--- config.mk ---
export PLATFORM = sky130hd
export DESIGN_NAME = alu_op_sequencer
export DESIGN_NICKNAME = d
export VERILOG_FILES = /design/src/rtl/alu_seq_pkg.sv /design/src/rtl/alu_seq_watchdog.sv /design/src/rtl/alu_op_sequencer.sv
export SDC_FILE = /design/constraint.sdc
export NUM_CORES = 1
export LEC_CHECK = 0
export ABC_AREA = 1
export CAP_MARGIN = 10
export CORE_MARGIN = 2
export CORE_UTILIZATION = 48
export DETAILED_ROUTE_END_ITERATION = 16
export HOLD_SLACK_MARGIN = 0.02
export PLACE_DENSITY = 0.77
export SYNTH_ARGS = -nofsm -noshare
export SYNTH_HDL_FRONTEND = slang
export SYNTH_SLANG_ARGS = --single-unit
--- constraint.sdc ---
create_clock -name clk -period 1.7 [get_ports clk]
set_input_delay 0.34 -clock clk [delete_from_list [all_inputs] [get_ports clk]]
set_output_delay 0.34 -clock clk [all_outputs]
set_load 0.01 [all_outputs]
--- src/rtl/alu_seq_pkg.sv ---
// Shared definitions for the ALU operation sequencer: opcodes, FSM states,
// the latched request record and per-opcode word-count helpers.
package alu_seq_pkg;

    localparam logic [1:0] OP_ADD = 2'b00;
    localparam logic [1:0] OP_SUB = 2'b01;
    localparam logic [1:0] OP_MUL = 2'b10;
    localparam logic [1:0] OP_DIV = 2'b11;

    typedef enum logic [2:0] {
        ST_IDLE  = 3'd0,
        ST_START = 3'd1,
        ST_SEND  = 3'd2,
        ST_WAIT  = 3'd3,
        ST_RESP  = 3'd4
    } state_t;

    typedef struct packed {
        logic [1:0] op;
        logic [7:0] a;
        logic [7:0] b;
        logic [7:0] c;
    } req_t;

    // Operand words sent to the ALU: the divider needs a 16-bit dividend plus divisor.
    function automatic logic [1:0] n_in(input logic [1:0] op);
        return (op == OP_DIV) ? 2'd3 : 2'd2;
    endfunction

    // Result words returned by the ALU: mul and div produce a two-byte result.
    function automatic logic [1:0] n_res(input logic [1:0] op);
        return (op == OP_MUL || op == OP_DIV) ? 2'd2 : 2'd1;
    endfunction

endpackage

--- src/rtl/alu_seq_watchdog.sv ---
// WAIT-state cycle counter with expiry flag; instantiated by alu_op_sequencer
// only when ALU_SEQ_TIMEOUT_EN is defined.
module alu_seq_watchdog #(
    parameter int TIMEOUT_CYCLES = 64
) (
    input  logic clk,
    input  logic reset,
    input  logic in_wait,
    output logic expired
);

    localparam int CW = (TIMEOUT_CYCLES > 1) ? $clog2(TIMEOUT_CYCLES) : 1;

    logic [CW-1:0] cnt;

    // Held at zero outside WAIT, so it is already clear on the first WAIT cycle.
    always_ff @(posedge clk) begin
        if (reset || !in_wait) begin
            cnt <= '0;
        end else begin
            cnt <= cnt + 1'b1;
        end
    end

    assign expired = in_wait && (cnt == CW'(TIMEOUT_CYCLES - 1));

endmodule

--- src/rtl/alu_op_sequencer.sv ---
// Front-end for the multi-cycle 8-bit ALU: accepts a request, pulses the ALU,
// serialises operands, gathers the result and returns it as a 16-bit response.
// Optional WAIT timeout enabled by defining ALU_SEQ_TIMEOUT_EN.
module alu_op_sequencer
    import alu_seq_pkg::*;
#(
    parameter int TIMEOUT_CYCLES = 64
) (
    input  logic        clk,
    input  logic        reset,
    input  logic        req_valid,
    output logic        req_ready,
    input  logic [1:0]  req_op,
    input  logic [7:0]  req_a,
    input  logic [7:0]  req_b,
    input  logic [7:0]  req_c,
    output logic        rsp_valid,
    input  logic        rsp_ready,
    output logic [15:0] rsp_data,
    output logic        rsp_err,
    output logic        alu_begin,
    output logic [1:0]  alu_op_code,
    output logic [7:0]  alu_inbus,
    input  logic [7:0]  alu_outbus,
    input  logic        alu_end
);

    state_t     state;
    req_t       req_q;
    logic [1:0] word_cnt;
    logic [7:0] prev;

`ifdef ALU_SEQ_TIMEOUT_EN
    logic wd_expired;

    alu_seq_watchdog #(
        .TIMEOUT_CYCLES(TIMEOUT_CYCLES)
    ) u_watchdog (
        .clk     (clk),
        .reset   (reset),
        .in_wait (state == ST_WAIT),
        .expired (wd_expired)
    );
`else
    assign rsp_err = 1'b0;
`endif

    // NOTE: all state and outputs are updated with non-blocking assignments so
    // every branch reads the values from before this edge, never a half-updated mix.
    always_ff @(posedge clk) begin
        if (reset) begin
            state       <= ST_IDLE;
            req_q       <= '0;
            word_cnt    <= 2'd0;
            prev        <= 8'h00;
            req_ready   <= 1'b1;
            rsp_valid   <= 1'b0;
            rsp_data    <= 16'h0000;
            alu_begin   <= 1'b0;
            alu_op_code <= 2'b00;
            alu_inbus   <= 8'h00;
`ifdef ALU_SEQ_TIMEOUT_EN
            rsp_err     <= 1'b0;
`endif
        end else begin
            // Last-sampled result byte; forms the hi half of two-word results.
            prev      <= alu_outbus;
            alu_begin <= 1'b0;

            unique case (state)
                ST_IDLE: begin
                    if (req_valid && req_ready) begin
                        req_q       <= '{op: req_op, a: req_a, b: req_b, c: req_c};
                        req_ready   <= 1'b0;
                        alu_begin   <= 1'b1;
                        alu_op_code <= req_op;
                        state       <= ST_START;
                    end
                end

                ST_START: begin
                    alu_inbus <= req_q.a;
                    word_cnt  <= 2'd0;
                    state     <= ST_SEND;
                end

                ST_SEND: begin
                    if (word_cnt == n_in(req_q.op) - 2'd1) begin
                        alu_inbus <= 8'h00;
                        state     <= ST_WAIT;
                    end else begin
                        word_cnt  <= word_cnt + 2'd1;
                        alu_inbus <= (word_cnt == 2'd0) ? req_q.b : req_q.c;
                    end
                end

                ST_WAIT: begin
                    // A real completion takes priority over a timeout expiring this cycle.
                    if (alu_end) begin
                        rsp_data    <= (n_res(req_q.op) == 2'd2) ? {prev, alu_outbus}
                                                                 : {8'h00, alu_outbus};
                        rsp_valid   <= 1'b1;
                        alu_op_code <= 2'b00;
                        state       <= ST_RESP;
                    end
`ifdef ALU_SEQ_TIMEOUT_EN
                    else if (wd_expired) begin
                        rsp_data    <= 16'h0000;
                        rsp_err     <= 1'b1;
                        rsp_valid   <= 1'b1;
                        alu_op_code <= 2'b00;
                        state       <= ST_RESP;
                    end
`endif
                end

                ST_RESP: begin
                    if (rsp_ready) begin
                        rsp_valid <= 1'b0;
                        req_ready <= 1'b1;
                        state     <= ST_IDLE;
`ifdef ALU_SEQ_TIMEOUT_EN
                        rsp_err   <= 1'b0;
`endif
                    end
                end

                default: begin
                    state     <= ST_IDLE;
                    req_ready <= 1'b1;
                end
            endcase
        end
    end

endmodule

==> impl_results.md, run 1 <==
- Status: complete, no violations
- Pins Over Slew Limit: 0
- Share of layout cells above drive strength 1: 8.07%
- # placed instances: 467
- Fillers: 472
- Yosys warnings: 0
- Clock Skews: 0.00390 ns
- Fin crit share: 94.3%
- Min cycle time layout: 1.60 ns
- Post-synth top area cell: dfxtp_1
- Cell Pwr Density: 1310 nW/um2
- CTS tree: yes
- Wire per inst: 13.5 um
- Syn avg cell area: 7.88 um2
- Fmax achieved: 0.624 GHz
- Synth cell types: 25
- Ys async rst share: 0%
- ANT cells: 0
- Final setup vio count: 0
- Area growth, synth to finish: 32.1%
- GRT Util Overall: 21.8%
- Min-Delay Path Class: reg2reg
- Vias per cell: 5.10
- Worst r2r src: state[2]
- Clock sink count: 68
- Total grt overflow: 0
- Top cells by count, synth: 72 x nand2_1, 68 x dfxtp_1, 55 x a21oi_1, 32 x o21ai_0, 27 x inv_1
- Initial antenna violation count: 0
- Core area: 5440 um2
- Worst-case clock buffer depth: 2
- # port buffers: 67
- Rows: 27
- Worst Path Required: 1.36 ns
- Final hold vios: 0
- GP Congestion: 0.815
- Logic pwr share: 31.9%
- Clock network power share: 24.2%
- Largest cells by area after synthesis: dfxtp_1 51%, a21oi_1 10%, nand2_1 10%
- Routed vias: 2455
- Mapped Cells: 340
- Most common cell in the synthesized netlist: nand2_1
- First-pass GRT wire length: 10500 um
- Die ar.: 6200 um2
- CTS Buf Count: 9
- Leakage: 0.00133 uW
- RSZ-0062 raised after global routing: false
- Hold slack: 0.447 ns
- Post-synthesis sequential area ratio: 50.8%
- Max-cap violations: 0
- Drt first pass iters: 4
- Worst path cell trace: clkdlybuf4s50_1
- Sequential group share of total power: 43.9%
- DR DRC count: 0
- Number of global-route vias before repair: 2277
- Setup Fix Bufs, Post-CTS: 0
- Worst Path Max Fanout: 2
- Data arrival, critical path: 1.26 ns
- Die H: 78.7 um
- Dpl hpwl: 4350 um
- Crit path kind: reg2out
- Worst vdd ir: 0.633 mV
- Crit. End Element: output pin
- Setup TNS: 0 ns
- Switching power: 1600 uW
- Largest stage delay on the critical path: 0.58 ns
- Cts hold-fix bufs: 0
- Clock root cell: clkbuf_8
- Hold Startpoint: req_q[3]
- Top Ports: 69
- Yosys reg bits: 68
- Pin count of the biggest net entering global routing: 28
- Cell family with most CP delay: buffers and inverters
- CP Launch Point: alu_op_code[1]
- Detailed Route Iter0 Violations: 155
- Die W: 78.7 um
- Worst path slowest cell: clkdlybuf4s50_1
- Top_reg_cell synth: dfxtp_1
- Number of flops mapped to enable cells by yosys: 0
- Multi-input logic area: 1060 um2
- CTS resizes: 0
- Syn Nets: 380
- Startpoint Class: register
- Tot Pwr: 4630 uW
- Starting Density: 49.3%
- Clock latency on the worst-skew pair: 0.34 ns
- CP Buf/Inv Count: 1
- Post-synth top area share: 50.8%
- Switching Fraction: 34.6%
- Layout Cells excl Fill: 481
- Cell Int Power: 3030 uW
- Remaining antenna violation count: 0
- WL final: 6480 um
- NumNets Final: 446
- Reg clk slew, reported paths: 0.07 ns
- FF+latch area: 1360 um2
- Synth Cell Area: 2680 um2
- Htree depth: 3
[per-stage QoR]
stage | instance area [um2] | util, % | setup slack [ns]
final | 3540 | 65.1 | 0.0977
after global routing | 3540 | 65.1 | 0.0471
after CTS | 3540 | 65.1 | 0.0802
after detailed placement | 3380 | 62.2 | 0.0435
after global placement | 3380 | 62.2 | 0.112
after floorplan | 2680 | - | 0.427
[registers in the layout, indices dropped and copies added, names as in the netlist]
signal / flops
rsp_data: 16
req_ready: 1
req_q: 26
alu_inbus: 8
prev: 8
state: 3
alu_op_code: 2
word_cnt: 2
alu_begin: 1
rsp_valid: 1
[power groups by stage]
stage,registers [uW],clock network [uW],logic [uW]
global route,2060,1200,1650
CTS,2030,1140,1480
detailed placement,2060,0,1470
global placement,2050,0,1430
floorplan,2080,0,972
finish,2030,1120,1480
[routing by layer]
metal  track usage [%]  share of wire (%)
met5                 0                  0
met4              10.7                2.1
met3              5.57                6.4
met2              35.5                 47
met1              27.0                 44
[final cells by class]
class                      count  area share, %
tap                           72           2.55
inverter                      30           3.18
sequential                    68           38.5
clock buffer                  12           4.10
timing repair buffer          77           21.4
multi-input combinational    220           29.9
clock inverter                 2          0.353
[layout by cell type, fill, tap and decap left out, drive strengths merged]
cell           count
nand2             73
dfxtp             68
clkdlybuf4s50     67
a21oi             56
o21ai             33
inv               30
nand3             27
nor2              17
clkbuf            12
buf               10
nand4              9
nor3               1
o31ai              1
o211ai             1
ha                 1
conb               1
clkinvlp           1
clkinv             1
[final timing paths]
kind / end / slack, ns / cells past startpoint
setup reg to reg: alu_inbus[4] / 0.23 / 5
setup / recovery: alu_op_code[1] / 0.1 / 1
hold reg to reg: req_q[3] / 0.45 / 2
hold / removal: req_q[3] / 0.45 / 2
[cells by family (layout without fill, tap and decap cells)]
| kind of cell | after synthesis | in the layout | share of synthesized area [%] |
|---|---|---|---|
| adders and majority gates | 1 | 1 | 0.467 |
| other | 1 | 1 | 0.140 |
| AOI/OAI and AO/OA | 91 | 91 | 17.6 |
| DFF | 68 | 68 | 50.8 |
| buffers and inverters | 52 | 121 | 9.66 |
| and+or+nand+nor | 127 | 127 | 21.3 |
(Power assumes the default switching activity.)
==> run 2: changes to the inputs <==
--- a/config.mk
+++ b/config.mk
@@ -14,4 +14,5 @@
 export PLACE_DENSITY = 0.77
 export SYNTH_ARGS = -nofsm -noshare
 export SYNTH_HDL_FRONTEND = slang
+export SYNTH_HIERARCHICAL = 1
 export SYNTH_SLANG_ARGS = --single-unit
==> results of run 2 <==
The final DEF is identical to that of run 1; final timing and power are the same.
Main changes from that run: Yosys warning count 0 -> 6
